[src/rtl/seg_pkg.sv]
// Shared definitions for the multiplexed hex display drivers.
package seg_pkg;

    localparam int DIGIT_W = 4;
    localparam logic [DIGIT_W-1:0] SEG_BLANK = 4'h0;

    // Bit k set when digit k and every digit above it are zero; digit 0 is never set.
    function automatic logic [15:0] lz_mask(input logic [63:0] shadow, input int digits);
        logic [15:0] mask;
        logic all_zero;
        mask = '0;
        all_zero = 1'b1;
        for (int k = 15; k >= 1; k--) begin
            if (k < digits) begin
                all_zero = all_zero && (shadow[4*k +: 4] == 4'h0);
                mask[k] = all_zero;
            end
        end
        return mask;
    endfunction

endpackage

[src/rtl/seg_scan_mux_scan_divider.sv]
// Free-running divider producing a one-cycle tick every DIV clock cycles.
module scan_divider #(
    parameter int DIV = 100000
) (
    input  logic clk,
    input  logic rstn,
    output logic tick
);

    localparam int CW = (DIV > 1) ? $clog2(DIV) : 1;
    localparam logic [CW-1:0] LAST = CW'(DIV - 1);

    logic [CW-1:0] cnt;

    assign tick = (cnt == LAST);

    always_ff @(posedge clk) begin
        if (!rstn) begin
            cnt <= '0;
        end else if (tick) begin
            cnt <= '0;
        end else begin
            cnt <= cnt + 1'b1;
        end
    end

endmodule

[src/rtl/seg_scan_mux.sv]
// Time-multiplexed hex display driver with frame-aligned double buffering
// and optional leading-zero blanking.
module seg_scan_mux
    import seg_pkg::*;
#(
    parameter int DIGITS   = 8,
    parameter int SCAN_DIV = 100000,
    localparam int IDX_W   = $clog2(DIGITS)
) (
    input  logic                        clk,
    input  logic                        rstn,
    input  logic [DIGIT_W*DIGITS-1:0]   data,
    input  logic                        load,
    input  logic                        lz_blank,
    output logic [IDX_W-1:0]            an,
    output logic [DIGIT_W-1:0]          seg,
    output logic                        blank,
    output logic                        pending,
    output logic                        frame_done
);

    localparam logic [IDX_W-1:0] IDX_LAST = IDX_W'(DIGITS - 1);

    logic                              tick;
    logic                              boundary;
    logic [IDX_W-1:0]                  idx;
    logic [DIGITS-1:0][DIGIT_W-1:0]    shadow;
    logic [DIGITS-1:0][DIGIT_W-1:0]    pend_buf;
    logic [15:0]                       mask_all;
    logic [DIGITS-1:0]                 lz_vec;
    logic                              blanked;
    logic                              mask_hi_unused;

    scan_divider #(
        .DIV (SCAN_DIV)
    ) u_div (
        .clk  (clk),
        .rstn (rstn),
        .tick (tick)
    );

    assign boundary = tick && (idx == IDX_LAST);

    always_comb begin
        mask_all = lz_mask(64'(shadow), DIGITS);
        lz_vec   = mask_all[DIGITS-1:0];
        blanked  = lz_blank && lz_vec[idx];
    end

    assign mask_hi_unused = ^mask_all;

    always_ff @(posedge clk) begin
        if (!rstn) begin
            idx        <= '0;
            shadow     <= '0;
            pend_buf   <= '0;
            pending    <= 1'b0;
            frame_done <= 1'b0;
            an         <= '0;
            seg        <= SEG_BLANK;
            blank      <= 1'b1;
        end else begin
            if (tick) begin
                idx <= boundary ? '0 : idx + 1'b1;
            end

            an         <= idx;
            seg        <= blanked ? SEG_BLANK : shadow[idx];
            blank      <= blanked;
            frame_done <= boundary;

            if (load) begin
                pend_buf <= data;
            end
            // A load landing on the boundary bypasses the pending stage entirely.
            if (boundary) begin
                shadow  <= load ? data : pend_buf;
                pending <= 1'b0;
            end else if (load) begin
                pending <= 1'b1;
            end
        end
    end

endmodule

[config.mk]
export PLATFORM = sky130hd
export DESIGN_NAME = seg_scan_mux
export DESIGN_NICKNAME = d
export VERILOG_FILES = /design/src/rtl/seg_pkg.sv /design/src/rtl/seg_scan_mux_scan_divider.sv /design/src/rtl/seg_scan_mux.sv
export SDC_FILE = /design/constraint.sdc
export NUM_CORES = 1
export LEC_CHECK = 0
export ABC_AREA = 1
export BUFFER_PORTS_ARGS = -buffer_cell sky130_fd_sc_hd__buf_2
export CORE_UTILIZATION = 45
export CTS_BUF_LIST = sky130_fd_sc_hd__clkbuf_2 sky130_fd_sc_hd__clkbuf_4 sky130_fd_sc_hd__clkbuf_8
export CTS_CLUSTER_DIAMETER = 40
export DETAILED_ROUTE_END_ITERATION = 16
export PLACE_DENSITY = 0.77
export SLEW_MARGIN = 20
export SYNTH_ARGS = -nofsm -noshare
export SYNTH_HDL_FRONTEND = slang
export SYNTH_SLANG_ARGS = --single-unit
[constraint.sdc]
create_clock -name clk -period 1.3 [get_ports clk]
set_input_delay 0.065 -clock clk [delete_from_list [all_inputs] [get_ports clk]]
set_output_delay 0.065 -clock clk [all_outputs]
set_load 0.01 [all_outputs]
==> results.md <==
- The number of hold violations in the final report is 0.
- The biggest cell delay along the critical path is between 0.3 and 0.4 ns.
- The critical path crosses 10 cells after its start point.
- Once detailed placement completed, the half-perimeter wirelength came to around 6.6 mm.
- The final worst slack is -0.244 ns.
- Walking the worst path, the cells encountered are ha_4 -> nand2_4 -> nor2_4 -> nand3_2 -> nor2_4 -> nand3_4 -> nor2_8 -> clkbuf_16 -> nand2_2 -> nand2_1.
- The DRC marker count from the first detailed-route iteration is between 150 and 200.
- In this run the core area contains 34 standard-cell rows.
- The count of warnings emitted by yosys is 0.
- The worst setup path is launched from a flip-flop.
- The number of buffers and inverters on the critical path is 1.
- The multi-input combinational cells in the finished layout cover a total of between 0.002 and 0.0025 mm^2.
- The I/O pin total is 46.
- Tracing the worst setup path back leads to its startpoint at u_div.cnt[1].
- The mapped cell area is 0.00421 mm^2.
- Headroom to the max-slew limit came out at a little over half.
- In the finished design, the share of the clock period the worst path needs comes to 119%.
- After layout, the minimum clock period comes to between 1.5 and 2 ns.
- Clock-pin slew was measured on the worst setup and hold paths at approximately 0.10 ns.
- The register-to-register setup slack is -0.24 ns.
- The number of cells produced by synthesis is ~590.
- Setup repair after global routing could not meet its margin everywhere.
- The detailed-route via count is ~3.8k.
- The tightest min-delay check is of the in -> reg type.
- For the worst-skew pair, the clock arrives at the later sink with an insertion delay of 0.37 ns.
- Derived from the worst setup path, the maximum achievable clock frequency is ~650 MHz.
- The number of nets in the finished design is 706.
- The class of the most critical setup path is reg -> reg.
- The starting density of the core is 47.4%.
- The total wire length after detailed routing is ~9.5 mm.
- The first global-routing pass estimated between 15 and 20 mm of wire.
- Across the run, the number of max-cap violations was 0.
- For this run, the register share of the synthesized area comes to between 40 and 50%.
- The floorplan die area is a little under 0.01 mm^2.
- IR analysis of the VDD net gives a maximum drop of around 670 uV.
- The checks that failed: negative setup slack.
- The number of non-filler instances in the completed layout is between 700 and 800.
- The congestion estimate from routability-driven global placement came to around 0.92.
- The endpoint of the worst-slack reg-to-reg timing path is shadow[29].
- The cell count of the worst reg-to-reg path is 10.
- The critical path required time is around 1.6 ns.
- The final worst hold slack is 0.105 ns.
- The buffer levels on the longest clock path is 2.
- The kind of cell adding the most delay to the critical path is simple AND/OR/NAND/NOR gates.
- At the pin with the least slew margin, the transition time is ~0.7 ns.
- After detailed routing, the number of remaining DRC violations is 0.
- Once placement completed, the tool counted placed cells totaling about 760.
- In this run the vertical extent of the chip is 98.8 um.
- The critical path capture point is shadow[29].
- The largest net degree at the start of global routing is 34.
- A synthesized cell averages roughly 7.2 um^2.
- In this run the static leakage power is ~2.5 nW.
- The worst clock skew is between 0.01 and 0.015 ns.
- The net count after synthesis is around 630.
- The number of slew-limit violations in the final report is 0.
- The horizontal extent of the die is approximately 99 um.
- The tree built by TritonCTS fans out to 94 sinks.
- The startpoint identified for the worst register-to-register timing path is u_div.cnt[1].
- The pre-antenna-repair detailed-routing pass consisted of 4 iterations.
- The share of post-route cells with drive strength above 1 is around 28%.
- The synthesis-stage register bit count is 94.
- The average wire per standard cell is approximately 12 um.
- The count of antenna-violating nets left after detailed routing is 0.
- The post-synthesis to final-layout area growth is 24.6%.
- The region available for standard cell placement spans approximately 0.0089 mm^2.
- Global routing used 20.6% of the available tracks across all layers.
- In this run, distinct cell masters in the synthesized netlist total 27.
- The number of vias per cell after detailed routing is roughly 4.9.
- The clock root buffer is clkbuf_8.
- Timing analysis after detailed placement gives a worst setup slack of -0.229 ns.
- The initial antenna violation count came to 0.
- The run finished, with violations left.
- The layout has between 700 and 800 filler cells.
- The power density over the cells is around 1000 mW/mm^2.
- The via count of the first global-routing pass was approximately 3.6k.
- The TritonCTS clock tree is built.
- The antenna cell count is 0.
- STA classifies the critical path endpoint as a flip-flop.
- The completed layout was analyzed and its total power is about 5.4 mW.
- The residual overflow from global routing is 0.
- The most common cell type on the critical path is nor2_4.
- The standard cell with the maximum stage delay on the critical path is dfxtp_2.
- Of all nets on the critical path, the largest fanout is 6.
- The data arrival time of the worst path is between 1.5 and 2 ns.
- In the final layout, flip-flops and latches occupy around 0.0019 mm^2.
- The count of endpoints failing setup in the final report is just under 60.
- The number of clock buffers added by TritonCTS is 9.
- The number of port buffers is 45.
- The number of H-tree branching levels is 3.
## metal layers
layer / global-route usage (%) / vias up / part of all wire [%]
met5: 0 / - / 0
met4: 6.31 / 0 / 1.5
met3: 5.46 / 14 / 4.3
met2: 35.2 / 80 / 48
met1: 25.3 / 1742 / 46
li1: - / 1981 / -
## cell families (layout without fill, tap and decap cells)
group / Yosys count / count (layout) / synth area share [%]
compound gates: 77 / 77 / 11.2
xor+xnor: 5 / 5 / 1.04
fa+ha+maj: 3 / 3 / 0.891
buf+inv: 94 / 177 / 9.14
flops: 94 / 94 / 44.7
simple gates: 316 / 316 / 33.1
## cells in the mapped netlist (all sizes together)
library cell | count | area share (%)
clkbuf | 17 | 1.5
nand4 | 3 | 0.45
nor2 | 105 | 10
nand2 | 126 | 11
o21a | 32 | 5.7
ha | 3 | 0.89
inv | 66 | 5.9
o211ai | 1 | 0.18
o21bai | 1 | 0.18
buf | 11 | 1.8
a21oi | 12 | 1.4
dfxtp | 94 | 45
o21ai | 31 | 3.7
or2 | 34 | 5.0
nor3 | 7 | 0.83
xor2 | 5 | 1.0
nand3 | 41 | 5.4
## sequential cells by signal (all words and copies together) (netlist names)
signal and flops:
pend_buf 32, shadow 32, u_div.cnt 17, seg 4
an 3, idx 3, blank 1, frame_done 1
pending 1
## tightest hold or removal path: stages
cell	delay [ns]
buf_2	0.07
or2_2	0.09
o21a_1	0.12
nand2_1	0.05
nand2_1	0.05
## through the flow
stage               utilization (%)  TNS [ns]  cell area (um^2)
floorplan                         -     -5.45              4250
global placement               54.3     -6.80              4820
detailed placement             54.3     -9.22              4820
CTS                            57.5     -9.73              5110
global route                   59.1    -15.07              5250
finish                         59.1    -10.92              5250
## layout make-up
cell class | instances | share of cell area [%]
clock inverters | 6 | 1.36
inverters | 66 | 4.72
well taps | 108 | 2.57
clock buffers | 10 | 2.50
multi-input cells | 401 | 39.1
repair buffers | 95 | 13.9
flip-flops and latches | 94 | 35.9
## placed cells by master, fill, tap and decap left out, types with 3 or more instances in the layout
| master | count |
|---|---|
| buf_4 | 35 |
| dfxtp_2 | 3 |
| o21ai_0 | 16 |
| nand2_4 | 4 |
| clkbuf_8 | 9 |
| buf_12 | 4 |
| inv_2 | 4 |
| clkbuf_16 | 3 |
| a21oi_1 | 10 |
| nand2_2 | 13 |
| nand3_1 | 38 |
| nor2_1 | 94 |
| dfxtp_1 | 91 |
| buf_2 | 46 |
| inv_1 | 62 |
| nand2_1 | 109 |
| nand4_1 | 3 |
| buf_6 | 5 |
| xor2_1 | 5 |
| or2_2 | 34 |
| o21a_1 | 32 |
| nor2_2 | 8 |
| nor3_1 | 7 |
| o21ai_1 | 14 |
## power by group
group	internal [mW]	switching, mW	total (mW)
Sequential	2.96	0.0277	2.99
Clock	0.923	1.03	1.96
Combinational	0.198	0.213	0.412
## worst min-delay path by stage
stage	start	endpoint	depth (start not counted)	slack, ns
after CTS	data[26]	shadow[26]	5	0.09
final	data[23]	shadow[23]	5	0.11
after detailed placement	rstn	idx[0]	3	0.39
after global placement	rstn	pending	3	0.39
after global routing	data[26]	shadow[26]	5	0.1
after floorplan	an[0]	an[0]	0	0.37
## what timing repair did
item,CTS,global route
endpoints found under the setup margin,59,59
pin swaps,4,13
gates cloned,1,4
buffers inserted,2,1
hold buffers,1,0
resized for setup,15,36
hold endpoints to repair,1,0
Note: power is estimated with default switching activity, not from simulation.
